## src/rtl/fetch_pkg.sv

```systemverilog
// Shared types and constants for the instruction fetch stage.
// Holds the FSM state encoding, the NOP word and the PC increment.
package fetch_pkg;

    typedef enum logic [1:0] {
        REQ  = 2'd0,
        WAIT = 2'd1,
        OUT  = 2'd2
    } fetch_state_e;

    localparam logic [31:0] NOP_INSN         = 32'h0000_0013;
    localparam logic [31:0] PC_INC           = 32'd4;
    localparam logic [31:0] DEFAULT_RESET_PC = 32'h0000_0000;

endpackage

```

## src/rtl/fetch_unit.sv

```systemverilog
// Instruction fetch stage: owns the PC, issues one imem request at a
// time, holds the fetched word for decode and squashes stale fetches.
// Ports: clk, rst (async, active-high); imem_req_* request channel;
// imem_rsp_* in-order response; redirect_* from execute; inst_* to
// decode; fetch_misaligned flag.
// Optional: FETCH_MISALIGN_CHECK_EN turns a redirect with nonzero
// low bits into a flagged NOP held in OUT instead of a fetch.
module fetch_unit
    import fetch_pkg::*;
#(
    parameter logic [31:0] RESET_PC = DEFAULT_RESET_PC
) (
    input  logic        clk,
    input  logic        rst,
    output logic        imem_req_valid,
    input  logic        imem_req_ready,
    output logic [31:0] imem_req_addr,
    input  logic        imem_rsp_valid,
    input  logic [31:0] imem_rsp_data,
    input  logic        redirect_valid,
    input  logic [31:0] redirect_pc,
    output logic        inst_valid,
    input  logic        inst_ready,
    output logic [31:0] inst,
    output logic [31:0] inst_pc,
    output logic [31:0] inst_pc_plus4,
    output logic        fetch_misaligned
);

    fetch_state_e state_q, state_d;
    logic [31:0]  pc_q, pc_d;
    logic [31:0]  inst_q, inst_d;
    logic [31:0]  ipc_q, ipc_d;
    logic         drop_q, drop_d;
    logic         mis_q, mis_d;
    logic         req_valid;
    logic         mis_redir;
    logic [31:0]  redir_al;

    assign redir_al = {redirect_pc[31:2], 2'b00};

`ifdef FETCH_MISALIGN_CHECK_EN
    assign mis_redir        = redirect_valid && (redirect_pc[1:0] != 2'b00);
    assign fetch_misaligned = mis_q;
`else
    logic unused_lo;
    assign unused_lo        = ^redirect_pc[1:0];
    assign mis_redir        = 1'b0;
    assign fetch_misaligned = 1'b0;
`endif

    always_comb begin
        state_d   = state_q;
        pc_d      = pc_q;
        drop_d    = drop_q;
        inst_d    = inst_q;
        ipc_d     = ipc_q;
        mis_d     = mis_q;
        req_valid = 1'b0;
        unique case (state_q)
            REQ: begin
                // A stale response may still be in flight after a
                // misaligned trap; hold off until it has drained.
                if (drop_q) begin
                    if (imem_rsp_valid) drop_d = 1'b0;
                end else if (!mis_redir) begin
                    req_valid = 1'b1;
                end
                if (redirect_valid) begin
                    pc_d  = redir_al;
                    mis_d = 1'b0;
                    if (req_valid && imem_req_ready) begin
                        state_d = WAIT;
                        drop_d  = 1'b1;
                    end
                end else if (req_valid && imem_req_ready) begin
                    state_d = WAIT;
                end
            end
            WAIT: begin
                if (redirect_valid) begin
                    pc_d  = redir_al;
                    mis_d = 1'b0;
                    if (imem_rsp_valid) begin
                        state_d = REQ;
                        drop_d  = 1'b0;
                    end else begin
                        drop_d  = 1'b1;
                    end
                end else if (imem_rsp_valid) begin
                    if (drop_q) begin
                        drop_d  = 1'b0;
                        state_d = REQ;
                    end else begin
                        inst_d  = imem_rsp_data;
                        ipc_d   = pc_q;
                        state_d = OUT;
                    end
                end
            end
            OUT: begin
                if (drop_q && imem_rsp_valid) drop_d = 1'b0;
                // Redirect wins over the sequential increment.
                if (redirect_valid) begin
                    pc_d    = redir_al;
                    mis_d   = 1'b0;
                    state_d = REQ;
                end else if (inst_ready && !mis_q) begin
                    pc_d    = pc_q + PC_INC;
                    state_d = REQ;
                end
            end
            default: state_d = REQ;
        endcase
        // Misaligned target: present a flagged NOP instead of fetching.
        if (mis_redir) begin
            state_d = OUT;
            inst_d  = NOP_INSN;
            ipc_d   = redirect_pc;
            mis_d   = 1'b1;
        end
    end

    always_ff @(posedge clk or posedge rst) begin
        if (rst) begin
            state_q <= REQ;
            pc_q    <= RESET_PC;
            drop_q  <= 1'b0;
            inst_q  <= NOP_INSN;
            ipc_q   <= RESET_PC;
            mis_q   <= 1'b0;
        end else begin
            state_q <= state_d;
            pc_q    <= pc_d;
            drop_q  <= drop_d;
            inst_q  <= inst_d;
            ipc_q   <= ipc_d;
            mis_q   <= mis_d;
        end
    end

    assign imem_req_valid = req_valid && !rst;
    assign imem_req_addr  = {pc_q[31:2], 2'b00};
    assign inst_valid     = (state_q == OUT);
    assign inst           = inst_q;
    assign inst_pc        = ipc_q;
    assign inst_pc_plus4  = ipc_q + PC_INC;

endmodule

```

## config.mk

```make
export PLATFORM = sky130hd
export DESIGN_NAME = fetch_unit
export DESIGN_NICKNAME = d
export VERILOG_FILES = /design/src/rtl/fetch_pkg.sv /design/src/rtl/fetch_unit.sv
export SDC_FILE = /design/constraint.sdc
export NUM_CORES = 1
export LEC_CHECK = 0
export BUFFER_PORTS_ARGS = -buffer_cell sky130_fd_sc_hd__buf_2
export CAP_MARGIN = 20
export CORE_MARGIN = 4
export CORE_UTILIZATION = 49
export DETAILED_ROUTE_END_ITERATION = 10
export PLACE_DENSITY = 0.84
export SETUP_SLACK_MARGIN = 0.5
export SYNTH_ARGS = -nofsm -noshare
export SYNTH_HDL_FRONTEND = slang
export SYNTH_SLANG_ARGS = --single-unit
export TNS_END_PERCENT = 5
```

## constraint.sdc

```tcl
create_clock -name clk -period 3 [get_ports clk]
set_input_delay 0.3 -clock clk [delete_from_list [all_inputs] [get_ports clk]]
set_output_delay 0.3 -clock clk [all_outputs]
set_load 0.02 [all_outputs]
```

# Word level (Yosys, flattened, before mapping)
# Index checks and enable logic that the tools add are counted.
dict set report word_totals {
  register_bits 99
  word_cells 52
}
dict set report classes {
  muxes 23
  bitwise 2
  eq_ne 8
  add_sub_neg 2
  reduce_logical 12
}
# cell n
set ops {}
lappend ops {{32-bit two-way mux} 3}
lappend ops {{32-bit by 3-bit adder with 32-bit output, second input constant} 2}
lappend ops {{32-bit one-hot mux with 2 select lines} 1}
lappend ops {{2-bit two-way mux} 7}
lappend ops {{1-bit two-way mux} 10}
lappend ops {{3-bit AND reduction} 3}
lappend ops {{2-bit one-hot mux with 3 select lines} 1}
lappend ops {{2-bit by 1-bit != test with 1-bit output, second input constant} 2}
lappend ops {{2-bit != test, second input constant} 2}
lappend ops {{4-bit AND reduction} 1}
lappend ops {{1-bit logical AND} 3}
lappend ops {{3-bit by 2-bit != test with 1-bit output, second input constant} 1}
lappend ops {{3-bit != test, second input constant} 1}
lappend ops {{1-bit one-hot mux with 3 select lines} 1}
lappend ops {{3-bit nonzero test} 1}
lappend ops {{2-bit by 1-bit equality test with 1-bit output, second input constant} 1}
lappend ops {{2-bit equality test, second input constant} 1}
lappend ops {{2-bit zero test} 1}
lappend ops {{1-bit NOT} 2}
lappend ops {{2-bit nonzero test} 1}
lappend ops {{2-bit OR reduction} 1}
lappend ops {{1-bit zero test} 1}

# Logic depth before layout (Yosys ltp)
# Gate-level depths: netlist of the first run.
dict set report depth {
  word_depth 6
  ltp_mapped 10
  mapped_depth_nobuf 7
}

# Worst setup path before layout of the first run
# Ideal clock, no wire load.
dict set report synth_timing {
  path_type {register -> output}
  startpoint {register ipc_q[2] (netlist: inst_pc[2])}
  endpoint {output inst_pc_plus4[24]}
  path_stages_with_launch 8
  slack_ps 610
  arrival_time_ps 2090
  required_time_ps 2700
  n_path_buf 1
  cell_sequence {dfrtp_1 -> ha_1 -> nand4_1 -> nor3_1 -> and2_1 -> clkbuf_1 -> nor3b_1 -> xor2_1}
}
dict set report synth_via {
  elab_chain_len 1
}
# item line_no
set synth_lines {}
lappend synth_lines {{from (decl)} fetch_unit.sv:33} ;# logic [31:0] ipc_q, ipc_d;
lappend synth_lines {{from (signal assigned)} fetch_unit.sv:137} ;# ipc_q <= ipc_d;
lappend synth_lines {{32-bit by 3-bit adder with 32-bit output} fetch_unit.sv:147} ;# assign inst_pc_plus4 = ipc_q + PC_INC;
lappend synth_lines {{to (decl)} fetch_unit.sv:26} ;# output logic [31:0] inst_pc_plus4,
# Every way passes these cells.

# Final worst setup path of the first run
dict set report layout_timing {
  startpoint {register ipc_q[3] (netlist: inst_pc[3])}
  endpoint {output inst_pc_plus4[24]}
}
# Same word-level chain as after synthesis.

==> results of run 1 <==
-- cells by family after synthesis --
family | after synthesis
adder cells (fa/ha/maj) | 7
flip-flops | 95
AO/OA/AOI/OAI | 96
multiplexers | 61
buffers and inverters | 43
other | 1
XOR/XNOR | 28
AND/OR/NAND/NOR | 165
-- registers in the layout, summed over array words and instances (netlist names) --
| signal | cells |
|---|---|
| drop_q | 1 |
| state_q | 2 |
| pc_q | 30 |
| inst | 32 |
| inst_pc | 30 |
-- what timing repair did --
| action | 4_1_cts | 5_1_grt |
|---|---|---|
| buffers inserted | 6 | 1 |
| hold endpoints to repair | 0 | 0 |
| resized for setup | 3 | 6 |
| setup endpoints to repair | 15 | 23 |
| pin swaps | 2 | 3 |
| hold buffers | 0 | 0 |
-- placed cells by master (no fill, tap or decap), types with 5 or more instances in the layout --
master	netlist	final
nand2_1	40	40
a21oi_1	26	26
conb_1	1	7
buf_2	7	190
clkbuf_8	0	9
a31oi_1	5	5
inv_1	9	8
dfrtp_1	92	92
o21ai_0	26	26
xnor2_1	17	17
o22ai_1	5	5
nand4_1	12	12
and3_1	15	15
a311oi_1	7	7
o22a_1	5	5
mux2_2	59	59
nor2_1	30	29
nor3_1	10	10
nand3_1	25	24
xor2_1	11	11
or3_1	5	5
ha_1	7	6
buf_4	9	16
-- path summary, 6_finish.rpt --
check | depth (start not counted) | end | from | slack (ns)
max | 9 | inst_pc_plus4[24] | inst_pc[3] | 0.45
min | 2 | drop_q | rst | 0.08
max reg2reg | 7 | pc_q[13] | state_q[0] | 0.62
min reg2reg | 1 | inst[31] | inst[31] | 0.51
max in group asynchronous | 3 | inst[4] | rst | 2.10
min in group clk | 2 | inst[11] | imem_rsp_data[11] | 0.15
-- report_power, final --
part           switching [W]  internal (W)  leakage, nW
registers           0.000731       0.00191         1.11
logic                0.00228       0.00149         1.79
clock network       0.000475      0.000312       0.0839
-- layout make-up --
class,count,share of cell area [%]
Multi-Input combinational cell,364,40.0
Timing Repair Buffer,209,17.3
Clock buffer,10,1.97
Inverter,10,0.636
Clock inverter,6,0.771
Tap cell,136,2.62
Sequential cell,95,36.7
-- per-layer routing --
metal / up-vias / GRT usage (%)
met5: - / 0
met4: 2 / 8.27
met3: 22 / 3.49
met2: 176 / 36.3
met1: 2261 / 29.9
li1: 2182 / -
-- worst max-delay path, delay by kind of cell, from the launching register on --
family                   cells  cell delay [ns]
AND/OR/NAND/NOR              4             0.68
XOR/XNOR                     1             0.15
buffers and inverters        3             0.45
adder cells (fa/ha/maj)      1             0.17
flip-flops                   1             0.43
-- through the flow --
step / util [%] / cell area, um2 / worst slack (ns)
global placement: 60.8 / 6220 / 0.523
CTS: 63.1 / 6460 / 0.433
global route: 63.5 / 6490 / 0.313
floorplan: - / 5150 / 0.610
finish: 63.5 / 6490 / 0.453
detailed placement: 60.8 / 6220 / 0.560
==> report_table.html, run 1 <==
<table>
<tr><th>Metric</th><th>Value</th></tr>
<tr><th colspan="2">Outcome</th></tr>
<tr><td>Outcome</td><td>completed</td></tr>
<tr><th colspan="2">Routing</th></tr>
<tr><td>Wire length on met1</td><td>approximately 5700 um</td></tr>
<tr><td>Initial DRC Count</td><td>292</td></tr>
<tr><td>First-pass iteration count of the detailed router</td><td>5</td></tr>
<tr><td>Routed wire length</td><td>roughly 14000 um</td></tr>
<tr><td>DRC</td><td>0</td></tr>
<tr><td>Number of nets still failing antenna checks after routing</td><td>0</td></tr>
<tr><td>Top metal layer carrying routed signals</td><td>met5</td></tr>
<tr><td>Vias per cell</td><td>5.59</td></tr>
<tr><td>Routed wire length on met2</td><td>around 7000 um</td></tr>
<tr><td>Met3 Wirelength</td><td>between 900 and 1000 um</td></tr>
<tr><td>Detailed-route via count</td><td>around 4.6k</td></tr>
<tr><td>Routed length per instance</td><td>~17 um</td></tr>
<tr><th colspan="2">Critical path</th></tr>
<tr><td>CP Launch Type</td><td>flop</td></tr>
<tr><td>Arrival time of data at the critical path endpoint</td><td>around 2.3 ns</td></tr>
<tr><td>Slowest cell on crit path</td><td>dfrtp_1</td></tr>
<tr><td>Cells along the critical path</td><td>ha_4, nand4_1, nor3_1, buf_4, and2_4, buf_6, nor3b_4, xor2_1, buf_4</td></tr>
<tr><td>CP Class</td><td>reg2out</td></tr>
<tr><td>Crit path required time</td><td>between 2 and 3 ns</td></tr>
<tr><td>CP most frequent cell</td><td>buf_4</td></tr>
<tr><td>Kind of end point of the critical path</td><td>output port</td></tr>
<tr><td>Largest fanout on the critical path</td><td>7</td></tr>
<tr><td>Peak per-stage delay on the critical path</td><td>0.43 ns</td></tr>
<tr><th colspan="2">Yosys</th></tr>
<tr><td>Dominant register cell in the synthesized netlist</td><td>dfrtp_1</td></tr>
<tr><td>Cell taking the most area after synthesis</td><td>dfrtp_1</td></tr>
<tr><td>Synthesized-area fraction occupied by xor and xnor cells</td><td>between 4 and 5%</td></tr>
<tr><td>Fraction of synthesized area in multiplexers</td><td>between 10% and 20%</td></tr>
<tr><td>Largest cells by area after synthesis</td><td>dfrtp_1 45%, mux2_2 13%, nand2_1 2.9%</td></tr>
<tr><td>Number of warnings issued by yosys</td><td>0</td></tr>
<tr><td>Cell with the most instances after synthesis</td><td>dfrtp_1</td></tr>
<tr><td>Mean instance size in the synthesized netlist</td><td>between 10 and 15 um2</td></tr>
<tr><td>Sequential element share of the synthesized area</td><td>a little under half</td></tr>
<tr><td>Syn Std Cell Area</td><td>around 0.0051 mm2</td></tr>
<tr><td>Total of flip-flops plus latches after synthesis</td><td>95</td></tr>
<tr><td>Netlist cell types</td><td>slightly below 60</td></tr>
<tr><td>Compound-gate portion of the synthesized area</td><td>about an eighth</td></tr>
<tr><td>Dominant combinational cell family by area after synthesis</td><td>simple AND/OR/NAND/NOR gates</td></tr>
<tr><td>Synthesized instance count</td><td>between 400 and 500</td></tr>
<tr><td>Area share of the largest cell type after synthesis</td><td>between 40% and 50%</td></tr>
<tr><td>Adder-cell share of the synthesized area</td><td>under 10%</td></tr>
<tr><td>Proportion of register bits with asynchronous set or reset after synthesis</td><td>100%</td></tr>
<tr><td>Share of synthesized cell area in and, or, nand and nor gates</td><td>~17%</td></tr>
<tr><td>Number of synthesized flops with an enable pin</td><td>0</td></tr>
<tr><td>Top cells by instance count after synthesis</td><td>92 x dfrtp_1, 59 x mux2_2, 40 x nand2_1</td></tr>
<tr><th colspan="2">Final layout</th></tr>
<tr><td>Area grow syn2layout</td><td>26.8%</td></tr>
<tr><td>Multi-input logic area</td><td>0.00260 mm2</td></tr>
<tr><td>Fraction of final layout cells with drive strength greater than 1</td><td>44.2%</td></tr>
<tr><td>Final instance count without filler cells</td><td>between 800 and 900</td></tr>
<tr><td>NumNets Final</td><td>between 700 and 800</td></tr>
<tr><td>Number of inserted diodes</td><td>0</td></tr>
<tr><td>Flip-flop and latch area</td><td>roughly 0.0024 mm2</td></tr>
<tr><td>Fill cell total of the finished layout</td><td>about 840</td></tr>
<tr><th colspan="2">STA</th></tr>
<tr><td>Final period util</td><td>a little over four fifths</td></tr>
<tr><td>Final hold violations</td><td>0</td></tr>
<tr><td>Number of failing setup endpoints in the final timing report</td><td>0</td></tr>
<tr><td>Worst relative slew slack</td><td>between 40% and 50%</td></tr>
<tr><td>Unrepaired setup endpoints after global routing</td><td>yes</td></tr>
<tr><td>Maximum clock frequency</td><td>393 MHz</td></tr>
<tr><td>Worst Tran Pin Value</td><td>0.826 ns</td></tr>
<tr><td>Final Slew Violations</td><td>0</td></tr>
<tr><td>Worst hold slack</td><td>roughly 0.083 ns</td></tr>
<tr><td>Final critical-path required period</td><td>between 2 and 3 ns</td></tr>
<tr><td>Total Neg Setup Slack</td><td>0 ns</td></tr>
<tr><td>Final Skew</td><td>between 0.015 and 0.02 ns</td></tr>
<tr><th colspan="2">Clock tree</th></tr>
<tr><td>Largest buffer count on any clock path</td><td>2</td></tr>
<tr><td>Reg clk slew, reported paths</td><td>0.10 ns</td></tr>
<tr><td>Clock Sinks</td><td>between 90 and 100</td></tr>
<tr><td>Inserted Clock Buffers</td><td>9</td></tr>
<tr><td>TritonCTS clock tree</td><td>yes</td></tr>
<tr><td>Buffer type at the clock tree root</td><td>clkbuf_8</td></tr>
<tr><td>Clock latency of the later-clocked register in the worst-skew pair</td><td>between 0.3 and 0.4 ns</td></tr>
<tr><td>H-tree lvl count</td><td>3</td></tr>
<tr><th colspan="2">Die</th></tr>
<tr><td>Total I/O pin count</td><td>around 200</td></tr>
<tr><td>Starting Density</td><td>between 50% and 60%</td></tr>
<tr><td>Placeable Area</td><td>approximately 0.01 mm2</td></tr>
<tr><td>Height of the die</td><td>roughly 110 um</td></tr>
<tr><td>Die footprint</td><td>~0.012 mm2</td></tr>
<tr><td>Die span in x</td><td>roughly 110 um</td></tr>
<tr><td>Row cnt</td><td>37</td></tr>
<tr><th colspan="2">Pwr</th></tr>
<tr><td>Maximum VDD drop</td><td>roughly 0.57 mV</td></tr>
<tr><td>Total power density per cell area</td><td>approximately 1100 mW/mm2</td></tr>
<tr><td>PnR Total Power</td><td>between 0.007 and 0.008 W</td></tr>
<tr><td>Static Leakage</td><td>approximately 3.0 nW</td></tr>
<tr><th colspan="2">GRT</th></tr>
<tr><td>GRT Util Overall</td><td>around 22%</td></tr>
<tr><td>Pin count of the biggest net entering global routing</td><td>61</td></tr>
<tr><td>Initial antenna violation count</td><td>1</td></tr>
<tr><td>Number of global-route vias before repair</td><td>between 4k and 5k</td></tr>
<tr><td>First-pass GRT wire length</td><td>between 20000 and 25000 um</td></tr>
<tr><td>GR Overflow Total</td><td>0</td></tr>
<tr><th colspan="2">Placement</th></tr>
<tr><td>Cell count after placement</td><td>slightly above 800</td></tr>
<tr><td>Global placer's final weighted congestion</td><td>between 0.7 and 0.8</td></tr>
<tr><td>Number of I/O port buffers</td><td>between 150 and 200</td></tr>
<tr><td>HPWL reported at the end of detailed placement</td><td>around 10000 um</td></tr>
<tr><th colspan="2">Hold path</th></tr>
<tr><td>Worst hold-check path type</td><td>in2async</td></tr>
<tr><th colspan="2">Run</th></tr>
<tr><td>Maximum Capacitance Violations</td><td>0</td></tr>
</table>
Note: power is estimated with default switching activity, not from simulation.
==> run 2, diff against run 1 <==
Settings changed: CORE_UTILIZATION 49 to 45, PLACE_DENSITY 0.84 to 0.82.
Clock period 3 ns to 2.3 ns, I/O delays scaled along.
==> run 2 against run 1 <==
  * The run now ends with negative setup slack left
  * Count of clock-buffer cells in the layout is 2 higher
  * Die area is 8.2% higher
  * Power is 55% higher
  * Setup slack worse by 0.50 ns
  * Non-clock buffer count is 10 higher
==> report_table.html, run 2 (synthesis results as in run 1) <==
<table>
<tr><th>Metric</th><th>Value</th></tr>
<tr><th colspan="2">Final layout</th></tr>
<tr><td>Commonest cells after routing, fill and taps aside</td><td>167 x buf_2, 71 x dfrtp_1, 56 x mux2_4</td></tr>
<tr><td>NumNets Final</td><td>776 (+1.3%)</td></tr>
<tr><td>Final standard cell area without fillers</td><td>0.00746 mm2 (+15%)</td></tr>
<tr><td>Number of inserted diodes</td><td>0 (unchanged)</td></tr>
<tr><td>Area grow syn2layout</td><td>45.6%</td></tr>
<tr><td>Max FFs per register</td><td>32 (unchanged)</td></tr>
<tr><td>Leading cell type in the layout, fill and taps excluded</td><td>buf_2</td></tr>
<tr><td>Fraction of final layout cells with drive strength greater than 1</td><td>55.7% (+11 points)</td></tr>
<tr><th colspan="2">Placement</th></tr>
<tr><td>Number of I/O port buffers</td><td>191 (unchanged)</td></tr>
<tr><td>HPWL reported at the end of detailed placement</td><td>11000 um (+6.2%)</td></tr>
<tr><td>Pre-CTS setup slack</td><td>0.104 ns (-0.456 ns)</td></tr>
<tr><td>Global placer's final weighted congestion</td><td>0.894 (+12%)</td></tr>
<tr><td>Standard cell area after detailed placement</td><td>0.00634 mm2 (+2.0%)</td></tr>
<tr><th colspan="2">Critical path</th></tr>
<tr><td>Internal reg-to-reg setup slack</td><td>0.06 ns (-0.56 ns)</td></tr>
<tr><td>Largest fanout on the critical path</td><td>4 (-3)</td></tr>
<tr><td>Slowest cell on crit path</td><td>dfrtp_1</td></tr>
<tr><td>Peak per-stage delay on the critical path</td><td>0.36 ns (-0.07 ns)</td></tr>
<tr><td>Sum of buffers and inverters on the critical path</td><td>3 (unchanged)</td></tr>
<tr><td>CP most frequent cell</td><td>buf_4</td></tr>
<tr><td>CP Launch Type</td><td>flop</td></tr>
<tr><td>CP Class</td><td>reg2out</td></tr>
<tr><td>Crit path required time</td><td>2.07 ns (-0.63 ns)</td></tr>
<tr><td>Kind of end point of the critical path</td><td>output port</td></tr>
<tr><td>Cells along the critical path</td><td>ha_2, nand4_1, nor3_2, buf_4, and2_4, buf_6, nand3_1, xnor2_1, buf_4</td></tr>
<tr><td>Arrival time of data at the critical path endpoint</td><td>2.12 ns (-0.13 ns)</td></tr>
<tr><td>Family with the most delay on the worst path</td><td>simple AND/OR/NAND/NOR gates</td></tr>
<tr><th colspan="2">Outcome</th></tr>
<tr><td>Violated checks</td><td>negative setup slack</td></tr>
<tr><td>Outcome</td><td>finished, violations left</td></tr>
<tr><th colspan="2">GRT</th></tr>
<tr><td>Pin count of the biggest net entering global routing</td><td>43 (-30%)</td></tr>
<tr><td>Number of global-route vias before repair</td><td>4834 (+12%)</td></tr>
<tr><td>Initial antenna violation count</td><td>2 (+1)</td></tr>
<tr><td>GRT Util Overall</td><td>23.8% (+1.6 points)</td></tr>
<tr><td>First-pass GRT wire length</td><td>24700 um (+16%)</td></tr>
<tr><td>GR Overflow Total</td><td>0 (unchanged)</td></tr>
<tr><th colspan="2">Routing</th></tr>
<tr><td>Detailed-route via count</td><td>4897 (+5.5%)</td></tr>
<tr><td>First-pass iteration count of the detailed router</td><td>5 (unchanged)</td></tr>
<tr><td>Initial DRC Count</td><td>433 (+48%)</td></tr>
<tr><td>Vias per cell</td><td>5.80 (+3.7%)</td></tr>
<tr><td>Routed wire length</td><td>16600 um (+19%)</td></tr>
<tr><td>DRC</td><td>0 (unchanged)</td></tr>
<tr><td>Number of nets still failing antenna checks after routing</td><td>0 (unchanged)</td></tr>
<tr><td>Routed length per instance</td><td>19.7 um (+17%)</td></tr>
<tr><th colspan="2">Clock tree</th></tr>
<tr><td>Count of hold-fix buffers inserted at cts</td><td>0 (unchanged)</td></tr>
<tr><td>TritonCTS clock tree</td><td>yes</td></tr>
<tr><td>Largest buffer count on any clock path</td><td>2 (unchanged)</td></tr>
<tr><td>H-tree lvl count</td><td>3 (unchanged)</td></tr>
<tr><td>Clock latency of the later-clocked register in the worst-skew pair</td><td>0.35 ns (-0.02 ns)</td></tr>
<tr><td>Inserted Clock Buffers</td><td>9 (unchanged)</td></tr>
<tr><td>Buffer type at the clock tree root</td><td>clkbuf_16</td></tr>
<tr><td>Reg clk slew, reported paths</td><td>0.06 ns (-0.04 ns)</td></tr>
<tr><td>Clock Sinks</td><td>95 (unchanged)</td></tr>
<tr><th colspan="2">STA</th></tr>
<tr><td>Final hold violations</td><td>0 (unchanged)</td></tr>
<tr><td>Final period util</td><td>102%</td></tr>
<tr><td>Final critical-path required period</td><td>around 2.3 ns</td></tr>
<tr><td>Worst Tran Pin Value</td><td>0.698 ns (-0.128 ns)</td></tr>
<tr><td>Worst relative slew slack</td><td>53.3% (+8.5 points)</td></tr>
<tr><td>Number of failing setup endpoints in the final timing report</td><td>5 (+5)</td></tr>
<tr><td>Total Neg Setup Slack</td><td>-0.145 ns (-0.145 ns)</td></tr>
<tr><td>Maximum clock frequency</td><td>426 MHz</td></tr>
<tr><td>Final critical-path setup slack</td><td>-0.0480 ns (-0.501 ns)</td></tr>
<tr><td>Unrepaired setup endpoints after global routing</td><td>yes</td></tr>
<tr><td>Final Skew</td><td>0.00938 ns (-0.00930 ns)</td></tr>
<tr><td>Final Slew Violations</td><td>0 (unchanged)</td></tr>
<tr><td>Worst hold slack</td><td>0.00690 ns (-0.0763 ns)</td></tr>
<tr><th colspan="2">Die</th></tr>
<tr><td>Total I/O pin count</td><td>201 (unchanged)</td></tr>
<tr><td>Starting Density</td><td>46.6% (-3.4 points)</td></tr>
<tr><td>Placeable Area</td><td>0.0110 mm2 (+7.3%)</td></tr>
<tr><td>Row cnt</td><td>38 (+2.7%)</td></tr>
<tr><td>Die span in x</td><td>115 um (+4.0%)</td></tr>
<tr><td>Height of the die</td><td>115 um (+4.0%)</td></tr>
<tr><td>Die footprint</td><td>0.0132 mm2 (+8.2%)</td></tr>
<tr><th colspan="2">Pwr</th></tr>
<tr><td>Total power density per cell area</td><td>1500 mW/mm2 (+35%)</td></tr>
<tr><td>Part of the power in the clock network</td><td>13.8% (+2.9 points)</td></tr>
<tr><td>PnR Total Power</td><td>0.0112 W (+55%)</td></tr>
<tr><td>Maximum VDD drop</td><td>0.908 mV (+59%)</td></tr>
<tr><td>Power share of the combinational group</td><td>53.6% (+1.3 points)</td></tr>
<tr><td>Seq pwr share</td><td>32.6% (-4.1 points)</td></tr>
<tr><td>Fraction of power spent switching nets</td><td>45.3% (-3.2 points)</td></tr>
<tr><td>Internal power</td><td>0.00611 W (+65%)</td></tr>
<tr><td>Static Leakage</td><td>3.43 nW (+15%)</td></tr>
<tr><td>P_sw</td><td>0.00505 W (+45%)</td></tr>
<tr><th colspan="2">Hold path</th></tr>
<tr><td>Worst hold-check path type</td><td>in2async</td></tr>
<tr><th colspan="2">Run</th></tr>
<tr><td>Maximum Capacitance Violations</td><td>0 (unchanged)</td></tr>
</table>
[run 2: cell count changes in the layout (fill, tap and decap cells not counted), moves of 5 or more]
cell,before,now
dfrtp_1,92,71
buf_2,190,167
nand2_1,40,34
nand2_4,0,5
buf_4,16,38
clkbuf_16,0,9
dfrtp_2,0,21
nand3_1,24,17
clkbuf_8,9,2
buf_12,2,7
mux2_4,0,56
mux2_2,59,3
[run 2: worst paths after layout]
| check | startpoint | to | cells past startpoint |
|---|---|---|---|
| worst max-delay path | inst_pc[3] | inst_pc_plus4[28] | 9 |
| worst min-delay path | rst | pc_q[4] | 2 |
| worst max register to register | pc_q[19] | pc_q[28] | 5 |
| worst min register to register | inst[11] | inst[11] | 1 |
| max in group asynchronous | rst | inst[0] | 3 |
| min in group clk | imem_rsp_data[20] | inst[20] | 2 |
[run 2: layout make-up]
cell class                      count  area [um2]
Fill cell                         797        3530
Multi-Input combinational cell    364        3170
Clock buffer                       12         256
Timing Repair Buffer              219        1350
Clock inverter                      4        53.8
Inverter                           10        43.8
Sequential cell                    95        2410
Tap cell                          140         175
[run 2: per-layer routing]
layer | vias to the layer above | share of wire (%) | GRT usage (%)
met5 | - | 0.12 | 0
met4 | 4 | 2.6 | 9.18
met3 | 39 | 8.0 | 6.13
met2 | 239 | 50 | 40.0
met1 | 2405 | 39 | 29.2
li1 | 2210 | - | -
[run 2: repair_timing]
item / 4_1_cts / 5_1_grt
setup buffers: 3 / 3
cloned: 0 / 0
hold endpoints to repair: 0 / 0
setup endpoints to repair: 117 / 107
gates resized for setup: 133 / 72
pin swaps: 33 / 49
[run 2: power by group through the flow]
stage	sequential, W	clock (W)	combinational [W]
after floorplan	0.00424	0	0.00235
after global placement	0.00337	0	0.00491
after detailed placement	0.00344	0	0.00503
after CTS	0.00350	0.00157	0.00565
after global routing	0.00377	0.00165	0.00635
final	0.00363	0.00154	0.00598
[run 2: per-stage QoR]
step                util (%)  std cells
floorplan                  -        502
global placement        57.7        822
detailed placement      57.7        822
CTS                     65.1        841
global route            67.9        844
finish                  67.9        844
==> run 3, diff against run 2 <==
Settings changed: CORE_MARGIN 4 to unset, PLACE_DENSITY 0.82 to 0.78.
==> run 3 against run 2 <==
  * The run still ends with negative setup slack left
  * Routed wire length shrank 11%
  * Critical path type unchanged
  * Global-route usage shrank 0.14 points
  * Critical endpoint is now inst_pc_plus4[22]
  * Core utilization shrank 0.59 points
  * Sequential power is essentially flat
  * Clock power grew 3%
==> report_table.html, run 3 (synthesis results as in run 1) <==
<table>
<tr><th>Metric</th><th>Value</th></tr>
<tr><th colspan="2">Outcome</th></tr>
<tr><td>Outcome</td><td>finished, violations left</td></tr>
<tr><td>Violated checks</td><td>negative setup slack</td></tr>
<tr><th colspan="2">Critical path</th></tr>
<tr><td>Arrival time of data at the critical path endpoint</td><td>2.10 ns (-0.02 ns)</td></tr>
<tr><td>Crit path required time</td><td>2.07 ns (about the same)</td></tr>
<tr><td>Critical register-to-register path startpoint</td><td>state_q[1]</td></tr>
<tr><td>CP Launch Type</td><td>flop</td></tr>
<tr><td>Largest fanout on the critical path</td><td>4 (unchanged)</td></tr>
<tr><td>Depth of the worst register-to-register path</td><td>7 (+2)</td></tr>
<tr><td>Slowest cell on crit path</td><td>dfrtp_1</td></tr>
<tr><td>Peak per-stage delay on the critical path</td><td>0.36 ns (about the same)</td></tr>
<tr><td>Cells along the critical path</td><td>ha_2, nand4_1, nor3_2, buf_4, and2_4, buf_6, nand3_2, xnor2_2, buf_4</td></tr>
<tr><td>Reg-to-reg endpoint</td><td>inst_pc[6]</td></tr>
<tr><td>CP most frequent cell</td><td>buf_4</td></tr>
<tr><td>CP Class</td><td>reg2out</td></tr>
<tr><td>Kind of end point of the critical path</td><td>output port</td></tr>
<tr><td>Internal reg-to-reg setup slack</td><td>0.09 ns (+0.03 ns)</td></tr>
<tr><th colspan="2">GRT</th></tr>
<tr><td>Pin count of the biggest net entering global routing</td><td>43 (unchanged)</td></tr>
<tr><td>First-pass GRT wire length</td><td>21500 um (-13%)</td></tr>
<tr><td>GRT Util Overall</td><td>23.6% (-0.14 points)</td></tr>
<tr><td>GR Overflow Total</td><td>0 (unchanged)</td></tr>
<tr><td>Number of global-route vias before repair</td><td>4353 (-10%)</td></tr>
<tr><td>Initial antenna violation count</td><td>1 (-1)</td></tr>
<tr><th colspan="2">Die</th></tr>
<tr><td>Starting Density</td><td>46.6% (unchanged)</td></tr>
<tr><td>Die span in x</td><td>109 um (-5.2%)</td></tr>
<tr><td>Height of the die</td><td>109 um (-5.2%)</td></tr>
<tr><td>Placeable Area</td><td>0.0110 mm2 (unchanged)</td></tr>
<tr><td>Total I/O pin count</td><td>201 (unchanged)</td></tr>
<tr><td>Row cnt</td><td>38 (unchanged)</td></tr>
<tr><td>Die footprint</td><td>0.0118 mm2 (-10%)</td></tr>
<tr><th colspan="2">Routing</th></tr>
<tr><td>Routed wire length</td><td>14800 um (-11%)</td></tr>
<tr><td>Number of nets still failing antenna checks after routing</td><td>0 (unchanged)</td></tr>
<tr><td>First-pass iteration count of the detailed router</td><td>5 (unchanged)</td></tr>
<tr><td>DRC</td><td>0 (unchanged)</td></tr>
<tr><td>Routed length per instance</td><td>17.6 um (-11%)</td></tr>
<tr><td>Detailed-route via count</td><td>4753 (-2.9%)</td></tr>
<tr><td>Vias per cell</td><td>5.64 (-2.7%)</td></tr>
<tr><td>Initial DRC Count</td><td>261 (-40%)</td></tr>
<tr><th colspan="2">Clock tree</th></tr>
<tr><td>Inserted Clock Buffers</td><td>9 (unchanged)</td></tr>
<tr><td>Buffer type at the clock tree root</td><td>clkbuf_16</td></tr>
<tr><td>Clock Sinks</td><td>95 (unchanged)</td></tr>
<tr><td>Largest buffer count on any clock path</td><td>2 (unchanged)</td></tr>
<tr><td>Reg clk slew, reported paths</td><td>0.06 ns (about the same)</td></tr>
<tr><td>Clock latency of the later-clocked register in the worst-skew pair</td><td>0.34 ns (about the same)</td></tr>
<tr><td>H-tree lvl count</td><td>3 (unchanged)</td></tr>
<tr><td>TritonCTS clock tree</td><td>yes</td></tr>
<tr><td>Count of hold-fix buffers inserted at cts</td><td>0 (unchanged)</td></tr>
<tr><th colspan="2">Final layout</th></tr>
<tr><td>Commonest cells after routing, fill and taps aside</td><td>166 x buf_2, 74 x dfrtp_1, 45 x mux2_4</td></tr>
<tr><td>Fill cell total of the finished layout</td><td>808 (+1.4%)</td></tr>
<tr><td>Area grow syn2layout</td><td>44.3%</td></tr>
<tr><td>NumNets Final</td><td>774 (-0.26%)</td></tr>
<tr><td>Fraction of final layout cells with drive strength greater than 1</td><td>56.3% (+0.59 points)</td></tr>
<tr><td>Max FFs per register</td><td>32 (unchanged)</td></tr>
<tr><td>Final standard cell area without fillers</td><td>0.00739 mm2 (-0.87%)</td></tr>
<tr><td>Number of inserted diodes</td><td>0 (unchanged)</td></tr>
<tr><td>Leading cell type in the layout, fill and taps excluded</td><td>buf_2</td></tr>
<tr><td>Final instance count without filler cells</td><td>842 (-0.24%)</td></tr>
<tr><th colspan="2">Placement</th></tr>
<tr><td>Standard cell area after detailed placement</td><td>0.00630 mm2 (-0.67%)</td></tr>
<tr><td>Pre-CTS setup slack</td><td>0.00134 ns (-0.103 ns)</td></tr>
<tr><td>HPWL reported at the end of detailed placement</td><td>10100 um (-8.2%)</td></tr>
<tr><td>Number of I/O port buffers</td><td>191 (unchanged)</td></tr>
<tr><td>Global placer's final weighted congestion</td><td>0.830 (-7.1%)</td></tr>
<tr><td>Cell count after placement</td><td>819 (-0.36%)</td></tr>
<tr><th colspan="2">STA</th></tr>
<tr><td>Final critical-path setup slack</td><td>-0.0280 ns (+0.0200 ns)</td></tr>
<tr><td>Final hold violations</td><td>0 (unchanged)</td></tr>
<tr><td>Worst relative slew slack</td><td>45.0% (-8.4 points)</td></tr>
<tr><td>Number of failing setup endpoints in the final timing report</td><td>6 (+1)</td></tr>
<tr><td>Final Slew Violations</td><td>0 (unchanged)</td></tr>
<tr><td>Maximum clock frequency</td><td>430 MHz (+0.86%)</td></tr>
<tr><td>Final Skew</td><td>0.00534 ns (-0.00404 ns)</td></tr>
<tr><td>Final period util</td><td>101% (-0.87 points)</td></tr>
<tr><td>Final critical-path required period</td><td>2.33 ns (-0.0200 ns)</td></tr>
<tr><td>Worst Tran Pin Value</td><td>0.824 ns (+0.125 ns)</td></tr>
<tr><td>Total Neg Setup Slack</td><td>-0.133 ns (+0.0114 ns)</td></tr>
<tr><td>Unrepaired setup endpoints after global routing</td><td>yes</td></tr>
<tr><th colspan="2">Pwr</th></tr>
<tr><td>PnR Total Power</td><td>0.0109 W (-2.1%)</td></tr>
<tr><td>Total power density per cell area</td><td>1480 mW/mm2 (-1.2%)</td></tr>
<tr><td>Static Leakage</td><td>3.33 nW (-2.8%)</td></tr>
<tr><td>Maximum VDD drop</td><td>0.834 mV (-8.1%)</td></tr>
<tr><th colspan="2">Run</th></tr>
<tr><td>Maximum Capacitance Violations</td><td>0 (unchanged)</td></tr>
<tr><th colspan="2">Hold path</th></tr>
<tr><td>Worst hold-check path type</td><td>in2async</td></tr>
</table>
==> run 3: timing repair <==
| action | 4_1_cts | 5_1_grt |
|---|---|---|
| gates resized for setup | 24 | 175 |
| endpoints found under the setup margin | 116 | 119 |
| pin swaps | 6 | 51 |
| buffers inserted | 7 | 0 |
==> run 3: per-layer routing <==
metal	share of wire [%]	wire, um	track usage [%]	vias up
li1	-	-	-	2196
met1	41	6060	29.7	2338
met2	50	7410	39.5	198
met3	7.5	1110	5.62	21
met4	1.6	242	8.78	0
met5	0	0	0	-
==> run 3: final cells by class <==
class	count	area [um2]	share of cell area (%)
Multi-Input combinational cell	364	3150	42.6
Sequential cell	95	2400	32.5
Timing Repair Buffer	217	1300	17.6
Clock buffer	10	229	3.10
Tap cell	140	175	2.37
Clock inverter	6	85.1	1.15
Inverter	10	48.8	0.660
==> run 3: critical path: cells and delay by family (launching register included) <==
| family | cells | cell delay [ns] |
|---|---|---|
| DFF | 1 | 0.36 |
| adders and majority gates | 1 | 0.18 |
| buffers and inverters | 3 | 0.45 |
| and+or+nand+nor | 4 | 0.61 |
| xor gates and xnor gates | 1 | 0.14 |
==> run 3: worst max path at each step <==
| stage | start | to | slack, ns | depth (start not counted) |
|---|---|---|---|---|
| floorplan | inst_pc[2] | inst_pc_plus4[24] | -0.02 | 7 |
| global placement | inst_pc[2] | inst_pc_plus4[26] | 0.17 | 9 |
| detailed placement | inst_pc[3] | inst_pc_plus4[26] | 0.001 | 9 |
| CTS | inst_pc[3] | inst_pc_plus4[26] | -0.04 | 9 |
| global route | inst_pc[3] | inst_pc_plus4[16] | -0.13 | 9 |
| finish | inst_pc[2] | inst_pc_plus4[22] | -0.03 | 9 |
==> run 3: where the power goes <==
part / internal [W] / total, W / switching [W] / leakage, nW
sequential: 0.00253 / 0.00361 / 0.00108 / 1.09
clock: 0.000949 / 0.00158 / 0.000631 / 0.148
combinational: 0.00256 / 0.00574 / 0.00318 / 2.09
total: 0.00603 / 0.0109 / 0.00489 / 3.33
==> run 3: through the flow <==
| step | utilization [%] | hold slack [ns] |
|---|---|---|
| after floorplan | - | 0.369 |
| after global placement | 57.3 | 0.422 |
| after detailed placement | 57.3 | 0.433 |
| after CTS | 61.5 | 0.0646 |
| after global routing | 67.3 | 0.104 |
| final | 67.3 | 0.0497 |
